===== src/rtl/dcm_lock_sequencer_if.sv =====
// Signal bundle between the DCM lock sequencer and the clock generator / status logic.
// The master side is the sequencer: it consumes the raw lock and drives resets and status.
interface dcm_lock_sequencer_if;
  logic       locked;
  logic       dcm_reset;
  logic       logic_reset;
  logic       ready;
  logic [7:0] retry_count;
  logic [7:0] loss_count;
  logic [1:0] state;

  modport master (
    input  locked,
    output dcm_reset, logic_reset, ready, retry_count, loss_count, state
  );

  modport slave (
    output locked,
    input  dcm_reset, logic_reset, ready, retry_count, loss_count, state
  );
endinterface


===== src/rtl/dcm_lock_sequencer.sv =====
// Supervises DCM lock: pulses DCM reset, waits for lock with timeout/retry, qualifies
// lock for a hold time, then releases logic reset. Re-sequences on any lock loss.
module dcm_lock_sequencer #(
  parameter int unsigned RST_CYCLES     = 4,
  parameter int unsigned TIMEOUT_CYCLES = 1000000,
  parameter int unsigned HOLD_CYCLES    = 1024
) (
  input logic                  clock,
  input logic                  reset_n,
  dcm_lock_sequencer_if.master bus
);
  localparam int CW = 20;
  localparam logic [CW-1:0] RST_LAST  = CW'(RST_CYCLES - 1);
  localparam logic [CW-1:0] TO_LAST   = CW'(TIMEOUT_CYCLES - 1);
  localparam logic [CW-1:0] HOLD_LAST = CW'(HOLD_CYCLES - 1);

  typedef enum logic [1:0] {
    S_DCM_RST   = 2'd0,
    S_WAIT_LOCK = 2'd1,
    S_QUALIFY   = 2'd2,
    S_RUN       = 2'd3
  } state_t;

  logic [1:0]    r_sync;
  logic          w_lock_s;
  state_t        r_state, w_state_nxt;
  logic [CW-1:0] r_cnt, w_cnt_nxt;
  logic [CW-1:0] r_hold, w_hold_nxt;
  logic [7:0]    r_retry, r_loss;
  logic          w_retry_inc, w_loss_inc;
  logic          w_timeout, w_qual_done;
  logic          r_dcm_reset, r_logic_reset;

  // locked comes from another clock domain's DCM chain
  always_ff @(posedge clock or negedge reset_n) begin
    if (!reset_n) r_sync <= 2'b00;
    else          r_sync <= {r_sync[0], bus.locked};
  end

  assign w_lock_s    = r_sync[1];
  assign w_timeout   = (r_cnt == TO_LAST);
  assign w_qual_done = w_lock_s && (r_hold == HOLD_LAST);

  // Timeout outranks every transition except completed qualification, so a
  // flapping lock cannot push the retry point past TIMEOUT_CYCLES.
  always_comb begin
    w_state_nxt = r_state;
    w_cnt_nxt   = r_cnt;
    w_hold_nxt  = r_hold;
    w_retry_inc = 1'b0;
    w_loss_inc  = 1'b0;
    case (r_state)
      S_DCM_RST: begin
        if (r_cnt == RST_LAST) begin
          w_state_nxt = S_WAIT_LOCK;
          w_cnt_nxt   = '0;
        end else begin
          w_cnt_nxt = r_cnt + 1'b1;
        end
      end
      S_WAIT_LOCK: begin
        if (w_timeout) begin
          w_state_nxt = S_DCM_RST;
          w_cnt_nxt   = '0;
          w_hold_nxt  = '0;
          w_retry_inc = 1'b1;
        end else begin
          w_cnt_nxt = r_cnt + 1'b1;
          if (w_lock_s) begin
            w_state_nxt = S_QUALIFY;
            w_hold_nxt  = '0;
          end
        end
      end
      S_QUALIFY: begin
        if (w_qual_done) begin
          w_state_nxt = S_RUN;
          w_cnt_nxt   = '0;
          w_hold_nxt  = '0;
        end else if (w_timeout) begin
          w_state_nxt = S_DCM_RST;
          w_cnt_nxt   = '0;
          w_hold_nxt  = '0;
          w_retry_inc = 1'b1;
        end else begin
          w_cnt_nxt = r_cnt + 1'b1;
          if (w_lock_s) begin
            w_hold_nxt = r_hold + 1'b1;
          end else begin
            w_state_nxt = S_WAIT_LOCK;
            w_hold_nxt  = '0;
          end
        end
      end
      S_RUN: begin
        if (!w_lock_s) begin
          w_state_nxt = S_DCM_RST;
          w_cnt_nxt   = '0;
          w_loss_inc  = 1'b1;
        end
      end
      default: begin
        w_state_nxt = S_DCM_RST;
        w_cnt_nxt   = '0;
        w_hold_nxt  = '0;
      end
    endcase
  end

  always_ff @(posedge clock or negedge reset_n) begin
    if (!reset_n) begin
      r_state       <= S_DCM_RST;
      r_cnt         <= '0;
      r_hold        <= '0;
      r_dcm_reset   <= 1'b1;
      r_logic_reset <= 1'b1;
    end else begin
      r_state       <= w_state_nxt;
      r_cnt         <= w_cnt_nxt;
      r_hold        <= w_hold_nxt;
      r_dcm_reset   <= (w_state_nxt == S_DCM_RST);
      r_logic_reset <= (w_state_nxt != S_RUN);
    end
  end

  always_ff @(posedge clock or negedge reset_n) begin
    if (!reset_n) begin
      r_retry <= 8'd0;
      r_loss  <= 8'd0;
    end else begin
      if (w_retry_inc && (r_retry != 8'hFF)) r_retry <= r_retry + 8'd1;
      if (w_loss_inc  && (r_loss  != 8'hFF)) r_loss  <= r_loss  + 8'd1;
    end
  end

  assign bus.dcm_reset   = r_dcm_reset;
  assign bus.logic_reset = r_logic_reset;
  assign bus.ready       = ~r_logic_reset;
  assign bus.retry_count = r_retry;
  assign bus.loss_count  = r_loss;
  assign bus.state       = r_state;

endmodule


===== src/flat_wrapper.sv =====
// flat-port wrapper written by rule: the top's interface ports become plain ports
module dcm_lock_sequencer_flat 
#(
  parameter int unsigned RST_CYCLES     = 4,
  parameter int unsigned TIMEOUT_CYCLES = 1000000,
  parameter int unsigned HOLD_CYCLES    = 1024
)
  (clock, reset_n, bus_locked, bus_dcm_reset, bus_logic_reset, bus_ready, bus_retry_count, bus_loss_count, bus_state);
  dcm_lock_sequencer_if bus_i ();
  input logic clock;
  input logic reset_n;
  input wire logic [$bits(bus_i.locked)-1:0] bus_locked;
  output wire logic [$bits(bus_i.dcm_reset)-1:0] bus_dcm_reset;
  output wire logic [$bits(bus_i.logic_reset)-1:0] bus_logic_reset;
  output wire logic [$bits(bus_i.ready)-1:0] bus_ready;
  output wire logic [$bits(bus_i.retry_count)-1:0] bus_retry_count;
  output wire logic [$bits(bus_i.loss_count)-1:0] bus_loss_count;
  output wire logic [$bits(bus_i.state)-1:0] bus_state;
  assign bus_i.locked = bus_locked;
  assign bus_dcm_reset = bus_i.dcm_reset;
  assign bus_logic_reset = bus_i.logic_reset;
  assign bus_ready = bus_i.ready;
  assign bus_retry_count = bus_i.retry_count;
  assign bus_loss_count = bus_i.loss_count;
  assign bus_state = bus_i.state;
  dcm_lock_sequencer #(.RST_CYCLES(RST_CYCLES), .TIMEOUT_CYCLES(TIMEOUT_CYCLES), .HOLD_CYCLES(HOLD_CYCLES)) u_core (.clock(clock), .reset_n(reset_n), .bus(bus_i));
endmodule

===== config.mk =====
export PLATFORM = sky130hd
export DESIGN_NAME = dcm_lock_sequencer_flat
export DESIGN_NICKNAME = d
export VERILOG_FILES = /design/src/rtl/dcm_lock_sequencer_if.sv /design/src/rtl/dcm_lock_sequencer.sv /design/src/flat_wrapper.sv
export SDC_FILE = /design/constraint.sdc
export NUM_CORES = 1
export LEC_CHECK = 0
export ABC_AREA = 0
export CORE_UTILIZATION = 55
export CTS_BUF_LIST = sky130_fd_sc_hd__clkbuf_4
export DETAILED_ROUTE_END_ITERATION = 12
export MAX_ROUTING_LAYER = met4
export PLACE_DENSITY = 0.79
export SLEW_MARGIN = 10
export SYNTH_ARGS = -nofsm -noshare
export SYNTH_HDL_FRONTEND = slang
export SYNTH_SLANG_ARGS = --single-unit

===== constraint.sdc =====
create_clock -name clock -period 2.64 [get_ports clock]
set_clock_uncertainty 0.05 [all_clocks]
set_input_delay 0.264 -clock clock [delete_from_list [all_inputs] [get_ports clock]]
set_output_delay 0.264 -clock clock [all_outputs]
set_load 0.005 [all_outputs]

* Word level (Yosys, flattened, before mapping)
Index checks and enable logic that the tools add are counted.
Cells by class: reductions and logical operators 7, bitwise logic cells 1, eq/ne operators 11, muxes and demuxes 24, $add $sub $neg 4
Operators by type and width (count):
- 20-bit two-way mux | 9
- 20-bit one-hot mux with 4 select lines | 1
- 20-bit by 1-bit adder with 20-bit output (second input constant) | 2
- 20-bit one-hot mux with 2 select lines | 1
- 20-bit by 10-bit == test with 1-bit output (second input constant) | 1
- 20-bit by 2-bit == test with 1-bit output (second input constant) | 1
- 20-bit == test (second input constant) | 1
- 8-bit by 1-bit adder with 8-bit output (second input constant) | 2
- 8-bit inequality test (second input constant) | 2
- 2-bit two-way mux | 7
- 2-bit one-hot mux with 4 select lines | 1
- 2-bit == test (second input constant) | 2
- 2-bit zero test | 2
- 1-bit two-way mux | 4
- 2-bit inequality test (second input constant) | 2
- 1-bit logical AND | 3
- 3-bit by 1-bit inequality test with 1-bit output (second input constant) | 1
- 2-bit by 1-bit == test with 1-bit output (second input constant) | 1
- 1-bit one-hot mux with 2 select lines | 1
- 2-bit AND reduction | 1
- 2-bit nonzero test | 1
- 1-bit NOT | 1
Storage, ports and cells: register bits after elaboration 62, output and inout port bits 21, input port bits 3, logic and storage cells 55

* Logic depth before layout (Yosys ltp)
depth in word-level cells 5, mapped depth 9, depth with buffers taken out 8

* Worst setup path after synthesis
Ideal clock, no wire load.
path kind reg-to-reg, start point reg u_core.r_hold[0], end point reg u_core.r_retry[1] (netlist: u_core.bus.retry_count[1]), arrival 2.042 ns, path buffers 0, library setup time 0.127 ns, cell stages (with the launch flop) 7, data required time 2.463 ns, period minus slack after synthesis 2.220 ns, path slack 0.420 ns, cells stage by stage dfrtp_1 > ha_1 > and3_1 > nand4_1 > o21ai_1 > a2111oi_4 > mux2_1
On the way: cells in the longest elaborated chain, start to end 5
Ends and longest elaborated chain:
- from (decl) | line dcm_lock_sequencer.sv:28 | logic [CW-1:0] r_hold, w_hold_nxt;
- from (signal assigned) | line dcm_lock_sequencer.sv:120 | r_hold <= w_hold_nxt;
- 20-bit by 10-bit == test with 1-bit output | line dcm_lock_sequencer.sv:42 | assign w_qual_done = w_lock_s && (r_hold == HOLD_LAST);
- 1-bit logical AND | line dcm_lock_sequencer.sv:42
- 1-bit two-way mux | line dcm_lock_sequencer.sv:76 | if (w_qual_done) begin
- 1-bit one-hot mux with 2 select lines | line dcm_lock_sequencer.sv:52 | case (r_state)
- 1-bit logical AND | line dcm_lock_sequencer.sv:131 | if (w_retry_inc && (r_retry != 8'hFF)) r_retry <= r_retry + 8'd1;
- to (signal assigned) | line dcm_lock_sequencer.sv:131
- to (decl) | line dcm_lock_sequencer.sv:29 | logic [7:0] r_retry, r_loss;
Every way passes these cells. A chain may end at the register's enable or synchronous reset.

* Worst setup path after layout
Same ends and word-level chain as after synthesis.

==> impl_table.tex <==
\begin{tabular}{lr}
\hline
Metric & Value \\
\hline
\multicolumn{2}{l}{\textbf{Run status}} \\
\quad Result of the run & completed \\
\multicolumn{2}{l}{\textbf{Yosys}} \\
\quad Primary FF master, synth & dfrtp\_1 \\
\quad Mean Syn Cell Area & 9.508 um2 \\
\quad Number of nets in the synthesized netlist & approximately 360 \\
\quad Register bit count reported by yosys & just over 60 \\
\quad Number of synthesized flops with an enable pin & 0 \\
\quad Synth Area in Simple Gates & 0.2533 \\
\quad Number of distinct library cells after synthesis & 48 \\
\quad Share of flip-flops with an asynchronous set or reset & 1.000 \\
\quad Count of yosys warnings during synthesis & 0 \\
\quad Share of cell area taken by muxes after synthesis & 0.006886 \\
\quad Area fraction in compound gates after synthesis & 0.09143 \\
\quad Dominant combinational cell family by area after synthesis & simple AND/OR/NAND/NOR gates \\
\quad Xor-xnor portion of the synthesized cell area & 0.1098 \\
\quad Part of the Yosys area used for sequential elements & 0.4751 \\
\quad Synth Cell Area & 3271 um2 \\
\quad Area share of fa/ha/maj cells after synthesis & 0.03060 \\
\quad Instance count of the mapped netlist & 344 \\
\multicolumn{2}{l}{\textbf{Timing}} \\
\quad Actual transition at the worst max-transition pin & roughly 570 ps \\
\quad Total of endpoints with negative setup slack in the final report & 0 \\
\quad Fmax & around 0.41 GHz \\
\quad Setup TNS & 0 ps \\
\quad Final critical path time including I/O delays and setup & about 2500 ps \\
\quad Final setup margin & between 150 and 200 ps \\
\quad RSZ-0062 raised after global routing & no \\
\quad Final worst hold slack & between 200 and 250 ps \\
\quad Hold Fails Final Rpt & 0 \\
\quad Slew Limit Headroom & 0.6229 \\
\quad Final Max Tran Viols & 0 \\
\quad Ratio of final minimum period to clock period & 0.9326 \\
\multicolumn{2}{l}{\textbf{Detailed routing}} \\
\quad Count of antenna-violating nets left after detailed routing & 0 \\
\quad Drt via density & 5.500 \\
\quad Initial detailed-routing violation count & 147 \\
\quad Routed WL per cell & roughly 14 um \\
\quad Routed WL & 6305 um \\
\quad 1st-pass router iterations & 4 \\
\quad Count of vias placed by the detailed router & 2508 \\
\quad Number of remaining DRC errors & 0 \\
\multicolumn{2}{l}{\textbf{Die}} \\
\quad Io pins & 24 \\
\quad Core footprint & $\sim$5600 um2 \\
\quad Effective utilization at floorplan & 0.5832 \\
\quad Die Wd & around 79 um \\
\quad Height of the chip & slightly below 80 um \\
\quad Number of placement rows & 27 \\
\quad Die outline area & between 6000 and 7000 um2 \\
\multicolumn{2}{l}{\textbf{Setup path}} \\
\quad Startpoint of the worst register-to-register path & u\_core.r\_hold[0] \\
\quad Class of the most critical setup path & register to register \\
\quad Sort of element at the end of the critical path & register \\
\quad Worst setup path startpoint & u\_core.r\_hold[0] \\
\quad Slowest-stage cell, CP & a2111oi\_4 \\
\quad Data required time at the worst endpoint & 2870 ps \\
\quad Critical Path Source Type & register \\
\quad Largest fanout on the critical path & 8 \\
\quad Delay of the slowest critical-path stage & 630 ps \\
\quad Critical path cell sequence & ha\_1 > and3\_1 > nand4\_1 > o21ai\_1 > a2111oi\_4 > mux2\_1 \\
\quad Arrival time worst endpoint & between 2000 and 3000 ps \\
\quad R2r setup slk & roughly 180 ps \\
\multicolumn{2}{l}{\textbf{Layout}} \\
\quad Fill cells & around 450 \\
\quad Final design area excluding fillers & approximately 3700 um2 \\
\quad Most common library cell in the layout ignoring fill and taps & dfrtp\_1 \\
\quad Leading cell types in the layout, fill and taps excluded & dfrtp\_1 (60), nor2\_1 (42), nand2\_1 (35) \\
\quad Final net count & 390 \\
\quad Fraction of final layout cells sized beyond drive strength 1 & 0.09896 \\
\quad Synth-to-layout area growth & 13.96\% \\
\quad Diode count & 0 \\
\multicolumn{2}{l}{\textbf{Flow run}} \\
\quad Max capacitance violation total & 0 \\
\multicolumn{2}{l}{\textbf{CTS}} \\
\quad Maximum level of the CTS H-tree & 3 \\
\quad Cts hold-fix bufs & 1 \\
\quad Clock Root Buffer & clkbuf\_4 \\
\quad Clock latency of the later-clocked register in the worst-skew pair & $\sim$420 ps \\
\quad Clock sinks & 62 \\
\quad Buffers inserted by post-CTS timing repair & 0 \\
\quad Number of CTS-inserted buffers & 9 \\
\quad Clock slew at reported path FFs & 100 ps \\
\quad TritonCTS clock tree & built \\
\quad Max Buffers Root-to-Sink & 2 \\
\quad Post-CTS sizing & 0 \\
\multicolumn{2}{l}{\textbf{Worst hold path}} \\
\quad Path category of the worst min-delay check & input pin to register \\
\quad Hold wc startpoint & bus\_locked \\
\multicolumn{2}{l}{\textbf{Power and ir drop}} \\
\quad Total power draw & roughly 0.0026 W \\
\quad Pwr/cell area & approximately 690 nW/um2 \\
\quad Switching share of power & 0.3642 \\
\quad Peak supply drop & about 600 uV \\
\quad Switching Power & a little over 0.0009 W \\
\quad Comb power frac & 0.342 \\
\quad Static power due to leakage & roughly 1.6 nW \\
\quad Part of the power in registers & 0.442 \\
\quad Clock power share & 0.216 \\
\quad Internal Pwr Total & about 0.0016 W \\
\multicolumn{2}{l}{\textbf{Place}} \\
\quad Port Buf Inserts & 23 \\
\quad Final weighted congestion in routability-driven placement & 0.8885 \\
\quad Estimated wirelength of the detail-placed design & $\sim$4500 um \\
\quad Total cell area at the placement stage & between 3000 and 4000 um2 \\
\quad Setup WS pre-CTS & 214.8 ps \\
\multicolumn{2}{l}{\textbf{GRT}} \\
\quad Global-route wire length before repair & about 11000 um \\
\quad Maximum number of pins on one net before global-route repair & 27 \\
\quad Remaining global-route overflow & 0 \\
\quad Number of antenna violations at the first check in global routing & 0 \\
\quad Total routing resource utilization after global routing & 0.2283 \\
\quad Vias in the first global route & around 2400 \\
\hline
\end{tabular}
## cells in the mapped netlist (all sizes together), types with 3 or more instances
library cell	instances	area share
dfrtp	60	0.46
nor2	43	0.050
nand2	35	0.040
xnor2	34	0.091
nor3	19	0.034
nand3	18	0.028
o21ai	15	0.023
inv	14	0.016
and3	12	0.023
nand4	10	0.019
ha	8	0.031
a21oi	7	0.011
nor4	7	0.013
o31ai	7	0.016
xor2	7	0.019
clkbuf	6	0.0069
buf	4	0.0099
and2	3	0.0057
nand2b	3	0.0057
or3	3	0.0057
or4	3	0.010
## metrics by stage
stage,std cells,utilization
floorplan,344,-
global placement,439,0.6430
detailed placement,439,0.6430
CTS,456,0.6647
global route,456,0.6647
finish,456,0.6647
## sequential cells by signal, indices dropped and copies added, names as in the netlist
register                cells
u_core.bus.logic_reset      1
u_core.bus.loss_count       8
u_core.bus.state            2
u_core.r_hold              20
u_core.bus.dcm_reset        1
u_core.bus.retry_count      8
u_core.r_cnt               20
u_core.r_sync               2
## layout make-up
| cell class | count | area [um2] | area share |
|---|---|---|---|
| multi-input cells | 258 | 1609 | 0.4317 |
| well taps | 72 | 90.09 | 0.02417 |
| inverters | 14 | 52.55 | 0.01410 |
| clock inverters | 3 | 13.76 | 0.003693 |
| clock buffers | 13 | 97.59 | 0.02618 |
| repair buffers | 34 | 310.3 | 0.08325 |
| flip-flops and latches | 62 | 1554 | 0.4169 |
## kinds of logic after synthesis
logic type	after synthesis
multiplexers	2
XOR/XNOR	41
AO/OA/AOI/OAI	43
AND/OR/NAND/NOR	164
flip-flops	62
buffers and inverters	24
adder cells (fa/ha/maj)	8
## per-layer routing
layer  up-vias  GRT usage  part of all wire  routed length [um]
met3        11    0.07356             0.033                 206
met2        30     0.3448              0.47                2941
met4         0    0.07091             0.014                  90
li1       1271          -                 -                   -
met1      1196     0.2934              0.49                3067
met5         -          -                 0                   0
## worst max-delay path: cells and delay by family (launching register included)
family | cells | cell delay (ps)
AOI/OAI and AO/OA | 2 | 810
adders and majority gates | 1 | 230
muxes | 1 | 370
DFF | 1 | 430
and+or+nand+nor | 2 | 450
## final timing paths
| path | to | cells past startpoint |
|---|---|---|
| worst max-delay path | u_core.bus.retry_count[1] | 6 |
| min in group asynchronous | u_core.r_hold[9] | 2 |
| worst min register to register | u_core.r_sync[1] | 0 |
| max in group asynchronous | u_core.r_cnt[5] | 3 |
| worst min-delay path | u_core.r_sync[0] | 1 |
| worst max register to register | u_core.bus.retry_count[1] | 6 |
## power by group through the flow
stage | clock (W) | combinational (W) | sequential [W]
3_5_place_dp | 0 | 0.000878 | 0.00115
2_1_floorplan | 0 | 0.000593 | 0.00114
3_3_place_gp | 0 | 0.000850 | 0.00115
5_1_grt | 0.000617 | 0.000981 | 0.00115
6_report | 0.000554 | 0.000879 | 0.00113
4_1_cts | 0.000577 | 0.000881 | 0.00113
Power figures use the tool's default switching activity.
==> edit, RTL diff (config.mk and constraints unchanged) <==
Change the localparam `CW` from 20 to 30.
--- a/src/rtl/dcm_lock_sequencer.sv
+++ b/src/rtl/dcm_lock_sequencer.sv
@@ -9,7 +9,7 @@
   input logic                  reset_n,
   dcm_lock_sequencer_if.master bus
 );
-  localparam int CW = 20;
+  localparam int CW = 30;
   localparam logic [CW-1:0] RST_LAST  = CW'(RST_CYCLES - 1);
   localparam logic [CW-1:0] TO_LAST   = CW'(TIMEOUT_CYCLES - 1);
   localparam logic [CW-1:0] HOLD_LAST = CW'(HOLD_CYCLES - 1);
Check against the original RTL: no difference found for any inputs over 10 cycles, from zero or initial values and one cycle with reset_n low; that may be too few to reach the edited logic, so the function may still have changed.
==> edit against the unedited design <==
Sequential power increased by 28%. Total power increased by 31%. Largest cell class unchanged. Non-clock buffer count increased by 15. Cell area increased by 40%. Wire length increased by 63%. Worst hold slack got worse by 0.022 ns. Die area increased by 37%. Area after synthesis increased by 38%. Sequential share of layout area decreased by 2.3 points. Sequential cell count increased by 20. Highest routed layer unchanged. Worst setup slack got worse by 0.061 ns.
==> edit: results (changes against the unedited design) <==
* Status: finished clean
* R2R Path Start: u_core.r_cnt[0]$_DFFE_PN0P_
* Core area at 7810 µm² (+39%)
* Leakage at 2.22 nW (+40%)
* GRT Total Usage at 26.4% (+3.5 points)
* Place WS at 0.00642 ns (-0.208 ns)
* Detailed Route WL at 10300 µm (+63%)
* Post-DP Area at 4970 µm² (+38%)
* Critical Path AT at 2.83 ns (+0.13 ns)
* Post-synthesis cell count at 492 (+43%)
* Routability congestion estimate at 0.866 (-2.5%)
* Post-synthesis adder-cell area fraction at 2.22% (-0.84 points)
* Worst VDD drop at 0.000544 V (-9.5%)
* Cell family with most CP delay: simple AND/OR/NAND/NOR gates
* Layout cells sized above 1 at 12.1% (+2.2 points)
* XOR/XNOR Fraction of Synth Area at 7.00% (-4.0 points)
* Drt pass-1 iters at 5 (+1)
* Largest net degree at the start of global routing at 44 (+63%)
* Buffering overhead at 8.40% (+0.074 points)
* Footprint of the multi-input gates at 2390 µm² (+48%)
* Inverters, non-clock at 17 (+3)
* Top post-synthesis cells by count: dfrtp_1 (80), nand2_1 (64), nor2_1 (52)
* Global Route met3 Usage at 4.11% (-3.3 points)
* Placed cells at 621 (+41%)
* Fill cells at 620 (+37%)
* Synth cell types at 55 (+15%)
* FF-to-FF path depth at 7 (+1)
* Largest registers: u_core.r_cnt (30), u_core.r_hold (30)
* GR Util met1 at 34.6% (+5.3 points)
* CP max stage cell: or4_4
* Sequential cell area at 2050 µm² (+32%)
==> edit: cell types whose count changed in the layout (fill, tap and decap cells not counted), moves of 6 or more <==
cell	change
o211ai_1	+6
dfrtp_1	+20
nand2_1	+29
a22o_1	+6
xnor2_1	-18
nor2_1	+10
buf_4	+15
xor2_1	+13
nand3_1	+18
or4_1	+7
mux2i_1	+14
o21ai_0	+17
==> edit: layer usage <==
metal / wire (µm) / vias up / part of all wire (%)
met1: 4710 / 1947 / 46
met4: 131 / 0 / 1.3
met3: 483 / 15 / 4.7
li1: - / 1847 / -
met2: 4980 / 105 / 48
met5: 0 / - / 0
==> edit: power by group through the flow <==
stage                     clock, mW  combinational [mW]  sequential, mW
after floorplan                   0               0.667            1.45
after global placement            0                1.05            1.47
after detailed placement          0                1.08            1.47
after CTS                     0.762                1.08            1.45
after global routing          0.806                1.29            1.46
final                         0.752                1.15            1.45
